[src/rtl/slot_round_controller.sv]
// One play round of the three-reel slot: button sync, start/stop sequencing,
// match evaluation, saturating credits and win-buzzer timing.
module slot_round_controller #(
   parameter int SYM_W          = 4,
   parameter int CREDIT_W       = 8,
   parameter int INIT_CREDITS   = 10,
   parameter int PAYOUT         = 5,
   parameter int MIN_SPIN_TICKS = 8,
   parameter int STAGGER_TICKS  = 4,
   parameter int WIN_TICKS      = 16
) (
   input  logic                clk,
   input  logic                rst,
   input  logic                tick,
   input  logic                start_stop,
   input  logic [SYM_W-1:0]    reel0_sym,
   input  logic [SYM_W-1:0]    reel1_sym,
   input  logic [SYM_W-1:0]    reel2_sym,
   output logic [2:0]          reel_run,
   output logic                reel_clear,
   output logic                win_flag,
   output logic                buzzer_en,
   output logic [CREDIT_W-1:0] credits,
   output logic [2:0]          state_o
);

   localparam int TMAX0  = (MIN_SPIN_TICKS > STAGGER_TICKS) ? MIN_SPIN_TICKS : STAGGER_TICKS;
   localparam int TMAX   = (TMAX0 > WIN_TICKS) ? TMAX0 : WIN_TICKS;
   localparam int TCNT_W = $clog2(TMAX + 1);

   typedef enum logic [2:0] {
      IDLE  = 3'd0,
      SPIN  = 3'd1,
      STOP1 = 3'd2,
      STOP2 = 3'd3,
      EVAL  = 3'd4,
      WIN   = 3'd5
   } state_t;

   state_t              state, state_n;
   logic [TCNT_W-1:0]   tcnt;
   logic [2:0]          run_n;
   logic                win;
   logic                start_round;
   logic [CREDIT_W:0]   credit_sum;
   logic [CREDIT_W-1:0] credit_win;

   // Button path: 2-flop sync, edge detect, registered press.
   // arm only sets once the sync chain holds real samples that show the button
   // released, so a button held through reset cannot start a round.
   logic sync0, sync1, sync_prev, fill0, fill1, arm, press;

   always_ff @(posedge clk or posedge rst) begin
      if (rst) begin
         sync0     <= 1'b0;
         sync1     <= 1'b0;
         sync_prev <= 1'b0;
         fill0     <= 1'b0;
         fill1     <= 1'b0;
         arm       <= 1'b0;
         press     <= 1'b0;
      end else begin
         sync0     <= start_stop;
         sync1     <= sync0;
         sync_prev <= sync1;
         fill0     <= 1'b1;
         fill1     <= fill0;
         if (fill1 && !sync1) arm <= 1'b1;
         press     <= arm & sync1 & ~sync_prev;
      end
   end

   always_ff @(posedge clk or posedge rst) begin
      if (rst) state <= IDLE;
      else     state <= state_n;
   end

   always_comb begin
      state_n = state;
      run_n   = 3'b000;
      win     = (reel0_sym == reel1_sym) && (reel1_sym == reel2_sym);
      case (state)
         IDLE:  if (press && credits != '0) state_n = SPIN;
         SPIN:  if (press && tcnt >= TCNT_W'(MIN_SPIN_TICKS)) state_n = STOP1;
         STOP1: if (tcnt >= TCNT_W'(STAGGER_TICKS)) state_n = STOP2;
         STOP2: if (tcnt >= TCNT_W'(STAGGER_TICKS)) state_n = EVAL;
         EVAL:  state_n = win ? WIN : IDLE;
         WIN:   if (tcnt >= TCNT_W'(WIN_TICKS)) state_n = IDLE;
         default: state_n = IDLE;
      endcase
      case (state_n)
         SPIN:    run_n = 3'b111;
         STOP1:   run_n = 3'b110;
         STOP2:   run_n = 3'b100;
         default: run_n = 3'b000;
      endcase
   end

   assign start_round = (state == IDLE) && (state_n == SPIN);
   assign credit_sum  = {1'b0, credits} + (CREDIT_W+1)'(PAYOUT);
   assign credit_win  = credit_sum[CREDIT_W] ? '1 : credit_sum[CREDIT_W-1:0];

   // Outputs are registered from the next state so they change with state_o.
   always_ff @(posedge clk or posedge rst) begin
      if (rst) begin
         tcnt       <= '0;
         credits    <= CREDIT_W'(INIT_CREDITS);
         win_flag   <= 1'b0;
         reel_run   <= 3'b000;
         reel_clear <= 1'b0;
         buzzer_en  <= 1'b0;
      end else begin
         if (state_n != state)          tcnt <= '0;
         else if (tick && tcnt != '1)   tcnt <= tcnt + 1'b1;
         reel_clear <= start_round;
         reel_run   <= run_n;
         buzzer_en  <= (state_n == WIN);
         if (start_round) begin
            credits  <= credits - 1'b1;
            win_flag <= 1'b0;
         end else if (state == EVAL) begin
            win_flag <= win;
            if (win) credits <= credit_win;
         end
      end
   end

   assign state_o = state;

endmodule

[config.mk]
export PLATFORM = sky130hd
export DESIGN_NAME = slot_round_controller
export DESIGN_NICKNAME = d
export VERILOG_FILES = /design/src/rtl/slot_round_controller.sv
export SDC_FILE = /design/constraint.sdc
export NUM_CORES = 1
export LEC_CHECK = 0
export CAP_MARGIN = 10
export CORE_MARGIN = 2
export CORE_UTILIZATION = 52
export CTS_CLUSTER_SIZE = 16
export DETAILED_ROUTE_END_ITERATION = 16
export GPL_TIMING_DRIVEN = 0
export PLACE_DENSITY = 0.89
export SYNTH_ARGS = -nofsm -noshare
export SYNTH_HDL_FRONTEND = slang
export SYNTH_SLANG_ARGS = --single-unit
[constraint.sdc]
create_clock -name clk -period 2.69 [get_ports clk]
set_input_delay 0.538 -clock clk [delete_from_list [all_inputs] [get_ports clk]]
set_output_delay 0.538 -clock clk [all_outputs]
set_load 0.03 [all_outputs]
After elaboration in Yosys (flattened, before gate mapping)

Index checks and enable logic that the tools add are counted.

Flip-flop bits (word level): 29
Bits in latches: 0
RAM bits: 0
ROM bits: 0
Input bits: 16
Word-level logic and storage cells: 65
Memories: 0

$add $sub $neg: 3
Multipliers: 0
Divide/modulo/power cells: 0
Order comparisons: 3
Equal/unequal tests: 13
Shifts and indexed selects: 0
Mux-type cells: 16
Bitwise gates (word level): 3
Reductions and logical operators: 13

Operators by type and width:

| cell                                                                   | number |
|---|---|
| 8-bit 2-to-1 mux                                                       | 4 |
| 3-bit 2-to-1 mux                                                       | 6 |
| 3-bit case mux with 6 select lines                                     | 1 |
| 3-bit by 2-bit equality test with 1-bit output (second input constant) | 4 |
| 5-bit 2-to-1 mux                                                       | 2 |
| 8-bit by 3-bit adder with 9-bit output (second input constant)         | 1 |
| 3-bit equality test (second input constant)                            | 3 |
| 3-bit case mux with 3 select lines                                     | 1 |
| 4-bit equality test                                                    | 2 |
| 8-bit nonzero test                                                     | 1 |
| 8-bit by 1-bit subtractor with 8-bit output (second input constant)    | 1 |
| 3-bit by 1-bit equality test with 1-bit output (second input constant) | 2 |
| 1-bit logical AND                                                      | 6 |
| 2-bit nonzero test                                                     | 3 |
| 5-bit by 1-bit adder with 5-bit output (second input constant)         | 1 |
| 5-bit by 3-bit >= comparator with 1-bit output (second input constant) | 1 |
| 5-bit by 4-bit >= comparator with 1-bit output (second input constant) | 1 |
| 5-bit >= comparator (second input constant)                            | 1 |
| 5-bit inequality test (second input constant)                          | 1 |
| 3-bit logical NOT                                                      | 1 |
| 3-bit inequality test                                                  | 1 |
| 1-bit bitwise AND                                                      | 2 |
| 1-bit 2-to-1 mux                                                       | 2 |
| 2-bit AND reduction                                                    | 1 |
| other kinds (2)                                                        | 2 |

Longest topological paths before layout

Depth after elaboration: 8
Gate-level depth with buffers: 8

Worst setup path before layout

No wires, ideal clock.

Kind: reg2reg
From: register credits[0]
To: register tcnt[0]
Setup time: 0.094 ns
Data arrival time: 2.486 ns
Data required time: 2.596 ns
Slack: 0.109 ns
Stages on the path, launching flop included: 8
Path buffers: 0
Period minus slack after synthesis: 2.581 ns
Cell sequence: dfrtp_1 inv_1 ha_1 or3b_2 o21ai_4 o41ai_2 or4_4 a211oi_1

Word-level cells in the longest chain between the ends: 6
Elaborated cells between the ends (all ways): 7

RTL lines:

| what                                                   | RTL line | source |
|---|---|---|
| from (decl)                                            | 23       | `output logic [CREDIT_W-1:0] credits,` |
| from (signal assigned)                                 | 107      | `credits <= CREDIT_W'(INIT_CREDITS);` |
| from (signal assigned)                                 | 119      | `credits <= credits - 1'b1;` |
| from (signal assigned)                                 | 123      | `if (win) credits <= credit_win;` |
| 8-bit nonzero test (*)                                 | 83       | `IDLE: if (press && credits != '0) state_n = SPIN;` |
| 1-bit logical AND (*)                                  | 83       |  |
| 3-bit 2-to-1 mux (*)                                   | 83       |  |
| 3-bit case mux with 6 select lines (*)                 | 82       | `case (state)` |
| 3-bit inequality test (*)                              | 113      | `if (state_n != state) tcnt <= '0;` |
| 5-bit 2-to-1 mux or 2-bit nonzero test (tied branches) | --       |  |
| to (signal assigned)                                   | 114      | `else if (tick && tcnt != '1) tcnt <= tcnt + 1'b1;` |
| to (decl)                                              | 41       | `logic [TCNT_W-1:0] tcnt;` |

Every way passes the cells marked *; elsewhere a longest branch is shown, timed or not.
A chain may end at the register's enable or synchronous reset.

Worst setup path in the final report

Same ends and word-level chain as after synthesis.

==> impl.org <==
** Status
- Status :: finished, final reports clean

** Logic synthesis
- Library cells used by synthesis :: 59
- Leading area contributor after synthesis :: dfrtp_1
- When the netlist entered floorplanning its net count stood at 222.
- Yosys mapped a number of flops with a built-in enable equal to 0.
- Area contributors post-synth :: dfrtp_1, nor2_1, ha_1, nor3_1, a211oi_1
- For this run, the register share of the synthesized area comes to 40.30%.
- Number of storage elements in the synthesis netlist :: 29
- Synthesis handed over a netlist of 201 instances.
- Syn avg cell area :: 8.989 µm²
- Fraction of synthesis flops using an asynchronous set or reset pin :: 100.0%
- Most used flip-flop cell after synthesis :: dfrtp_1
- During synthesis, Yosys emitted a total of 0 warnings.
- Cell Area, Synth :: 1807 µm²
- Portion of synthesized cell area occupied by the leading cell type :: 37.40%

** Setup path
- Walking the worst path, the cells encountered are inv_1 -> ha_4 -> or3b_2 -> o21ai_4 -> o41ai_2 -> or4_4 -> a211oi_1.
- Critical path endpoint :: tcnt[0]$_DFFE_PP0P_
- Origin of the critical flop-to-flop path :: credits[0]$_DFFE_PP0P_
- Crit start category :: flip-flop
- Arrival @ worst endpoint :: 2.81 ns
- Broken down by cell family, the worst path's largest delay share belongs to simple AND/OR/NAND/NOR gates.
- For this design, the slowest cell found on the critical path is or4_4.
- At the worst endpoint, the required time is 2.92 ns.
- By startpoint and endpoint, the worst setup path is classified as flip-flop to flip-flop.
- Depth of the most critical reg-to-reg path :: 7
- Buffers and inverters on the worst path :: 1
- The endpoint identified for the worst register-to-register timing path is tcnt[0]$_DFFE_PP0P_.
- Crit path largest cell delay :: 0.53 ns
- In this run the register-to-register setup slack is 0.11 ns.
- CP startpoint :: credits[0]$_DFFE_PP0P_
- CP Capture Type :: flip-flop
- The critical path crosses 7 cells after its start point.
- Along the worst path, the maximum fanout reaches 9.

** GRT
- GR Util met2 :: 31.65%
- Most used routing layer in global routing :: met2
- The number of antenna violations at the first check in global routing is 0.
- Entering global routing, the biggest net connects 30 pins.
- In the global route stage, met3 resource usage came out at 4.324%.
- Global-route congestion overflow total :: 0
- The number of global-route vias before repair is 1488.
- Met1 track demand over resource :: 29.19%
- Global routing consumed, over all layers together, 21.09% of the routing resources.
- Wire length of the first global-routing pass :: 6.617 mm

** Power and ir drop
- Internal power comes to 1120 µW.
- The clock network is responsible for 15.1% of the overall power.
- Switching power :: 847.9 µW
- Worst IR Drop VDD :: 0.5729 mV
- In this run the power density over the cells is 860.1 nW/µm².
- Combinational cell fraction of total power :: 52.5%
- Total leakage power :: 0.0009233 µW
- Fraction of power spent switching nets :: 43.08%
- Power share of the sequential group :: 32.4%

** Final layout
- Fraction of final layout cells with drive strength greater than 1 :: 11.93%
- Total number of nets in the final design :: 263
- Multi-input gate area in the final layout :: 984.7 µm²
- Summing all flip-flop and latch instances after layout gives 729.5 µm².
- Non-Filler Cell Area, Final :: 2288 µm²
- Leaving out fill and tap cells, the most frequent cell in the layout is clkdlybuf4s50_1.
- 0 antenna diodes ended up in the layout.
- The top cell types in the final layout, fill and taps aside, are clkdlybuf4s50_1, dfrtp_1, nor2_1.
- From synthesis to final layout, the design area changed by 26.66%.
- Counting the fill cells in the layout gives 274.

** Clocking
- Clock root buffer :: clkbuf_4
- Clock Pin Slew Worst Setup and Hold Paths :: 0.08 ns
- The number of hold buffers added after CTS was 0.
- CTS tree :: yes
- Buffers inserted during clock tree synthesis total 5.
- Worst-case clock buffer depth :: 2
- Clock latency of the later-clocked register in the worst-skew pair :: 0.33 ns
- Number of sinks driven by the clock tree :: 29
- CTS HTree Levels :: 2

** Place
- Before CTS, the worst setup slack after placement is -0.1328 ns.
- Summing all placed instances gives a cell area of 2185 µm².
- The count of buffers added on input and output ports is 32.
- Detailed placement ended at an HPWL of 2.818 mm.
- The congestion estimate from routability-driven global placement came to 0.9193.

** Floorplan
- Cell row count :: 21
- Initial Utilization :: 54.14%
- The floorplan step defined a core boundary enclosing 3337 µm².
- Horizontal extent of the die :: 62.95 µm
- I/O pin count :: 33
- The die covers 3962 µm².
- Die extent in y :: 62.95 µm

** Routing
- Using the TritonRoute via totals, the vias-per-cell ratio works out to 5.917.
- In the final routed layout, each cell accounts on average for 13.81 µm.
- Number of search-and-repair iterations in the first detailed-routing pass :: 4
- After detailed routing, the total wire length is 3.990 mm.
- In this run the remaining antenna-violating nets after routing total 0.
- Number of vias in the routed layout :: 1710
- Post-route DRC :: 0
- The first routing iteration left 131 violations.

** STA
- Clock skew on the completed layout was measured at 0.006980 ns.
- The worst path meets setup with 0.1146 ns of slack.
- The number of slew-limit violations in the final report was 0.
- Highest clock frequency the design can meet :: 388.3 MHz
- The final number of hold-violating endpoints came to 0.
- After routing, the total negative slack on setup checks comes to 0 ns.
- Slew headroom :: 31.15%
- Setup violations remaining at the end of the flow were counted as 0.
- Unrepaired setup endpoints after global routing :: no
- For the pin with the worst max-slew slack, the measured transition is 1.032 ns.
- Final period demand of the worst path :: 2.575 ns
- After layout, the worst path uses 95.74% of the clock period.

** Min path
- HP Class :: flip-flop to flip-flop

** Job
- Max-cap violations in this run came to 0.
## flip-flops by register name (all words and copies together) (netlist names)
name and count:
buzzer_en 1, sync0 1, credits 8, sync1 1
press 1, tcnt 5, fill0 1, state_o 3
win_flag 1, reel_run 3, fill1 1, arm 1
reel_clear 1, sync_prev 1
## power by group through the flow
stage	combinational [µW]	clock [µW]	sequential, µW
3_3_place_gp	973	0	644
2_1_floorplan	543	0	778
3_5_place_dp	984	0	645
4_1_cts	1000	304	638
5_1_grt	1120	324	658
6_report	1030	297	638
## kinds of logic (layout without fill, tap and decap cells)
| family | Yosys count | count (layout) | synth area share (%) |
|---|---|---|---|
| XOR/XNOR | 3 | 3 | 1.455 |
| flip-flops | 29 | 29 | 40.30 |
| multiplexers | 1 | 1 | 0.5540 |
| AO/OA/AOI/OAI | 59 | 59 | 24.59 |
| buffers and inverters | 27 | 69 | 6.163 |
| adder cells (fa/ha/maj) | 5 | 5 | 3.463 |
| AND/OR/NAND/NOR | 76 | 76 | 23.27 |
| other | 1 | 1 | 0.2076 |
## layer usage
metal  routed length [µm]  share of wire [%]
met5                    0                  0
met2                 1823                 46
met4                   81                2.0
met3                  267                6.7
met1                 1817                 46
## per-stage QoR
| step | utilization [%] | total power, µW | std cells | hold slack (ns) |
|---|---|---|---|---|
| floorplan | - | 1322 | 201 | 0.3312 |
| detailed placement | 65.47 | 1630 | 279 | 0.3413 |
| finish | 68.58 | 1968 | 289 | 0.3593 |
| CTS | 68.09 | 1944 | 289 | 0.3619 |
| global placement | 65.47 | 1616 | 279 | 0.3322 |
| global route | 68.58 | 2101 | 289 | 0.3642 |
## area by class of cell
cell class / instances / share of cell area, %
clock inverters: 1 / 0.2187
well taps: 46 / 2.515
flip-flops and latches: 29 / 31.88
multi-input cells: 145 / 43.03
plain buffers: 15 / 2.898
inverters: 12 / 1.968
repair buffers: 34 / 14.65
clock buffers: 7 / 2.843
## worst min-delay path by stage
stage / cells past startpoint / slack [ns] / startpoint / end
after CTS: 0 / 0.36 / fill0$_DFF_PP0_ / fill1$_DFF_PP0_
after floorplan: 0 / 0.33 / fill0$_DFF_PP0_ / fill1$_DFF_PP0_
after detailed placement: 0 / 0.34 / fill0$_DFF_PP0_ / fill1$_DFF_PP0_
final: 0 / 0.36 / fill0$_DFF_PP0_ / fill1$_DFF_PP0_
after global placement: 0 / 0.33 / sync0$_DFF_PP0_ / sync1$_DFF_PP0_
after global routing: 0 / 0.36 / fill0$_DFF_PP0_ / fill1$_DFF_PP0_
## what timing repair did
item	4_1_cts	5_1_grt
endpoints found under the hold margin	0	0
buffers inserted	2	0
gates resized for setup	1	3
pin swaps	1	0
endpoints found under the setup margin	5	6
## Yosys cell counts (3+ instances only)
| cell | instances |
|---|---|
| nor2b_1 | 3 |
| o31ai_1 | 4 |
| nor2_1 | 17 |
| a21o_1 | 3 |
| a21oi_1 | 8 |
| nor4_1 | 5 |
| clkbuf_1 | 11 |
| nor3_1 | 12 |
| ha_1 | 5 |
| inv_1 | 11 |
| and3_1 | 4 |
| nand2_1 | 10 |
| o21ai_0 | 8 |
| nand3_1 | 6 |
| a211oi_1 | 8 |
| o311ai_0 | 3 |
| or3_1 | 5 |
| dfrtp_1 | 27 |
Note: power is estimated with default switching activity, not from simulation.
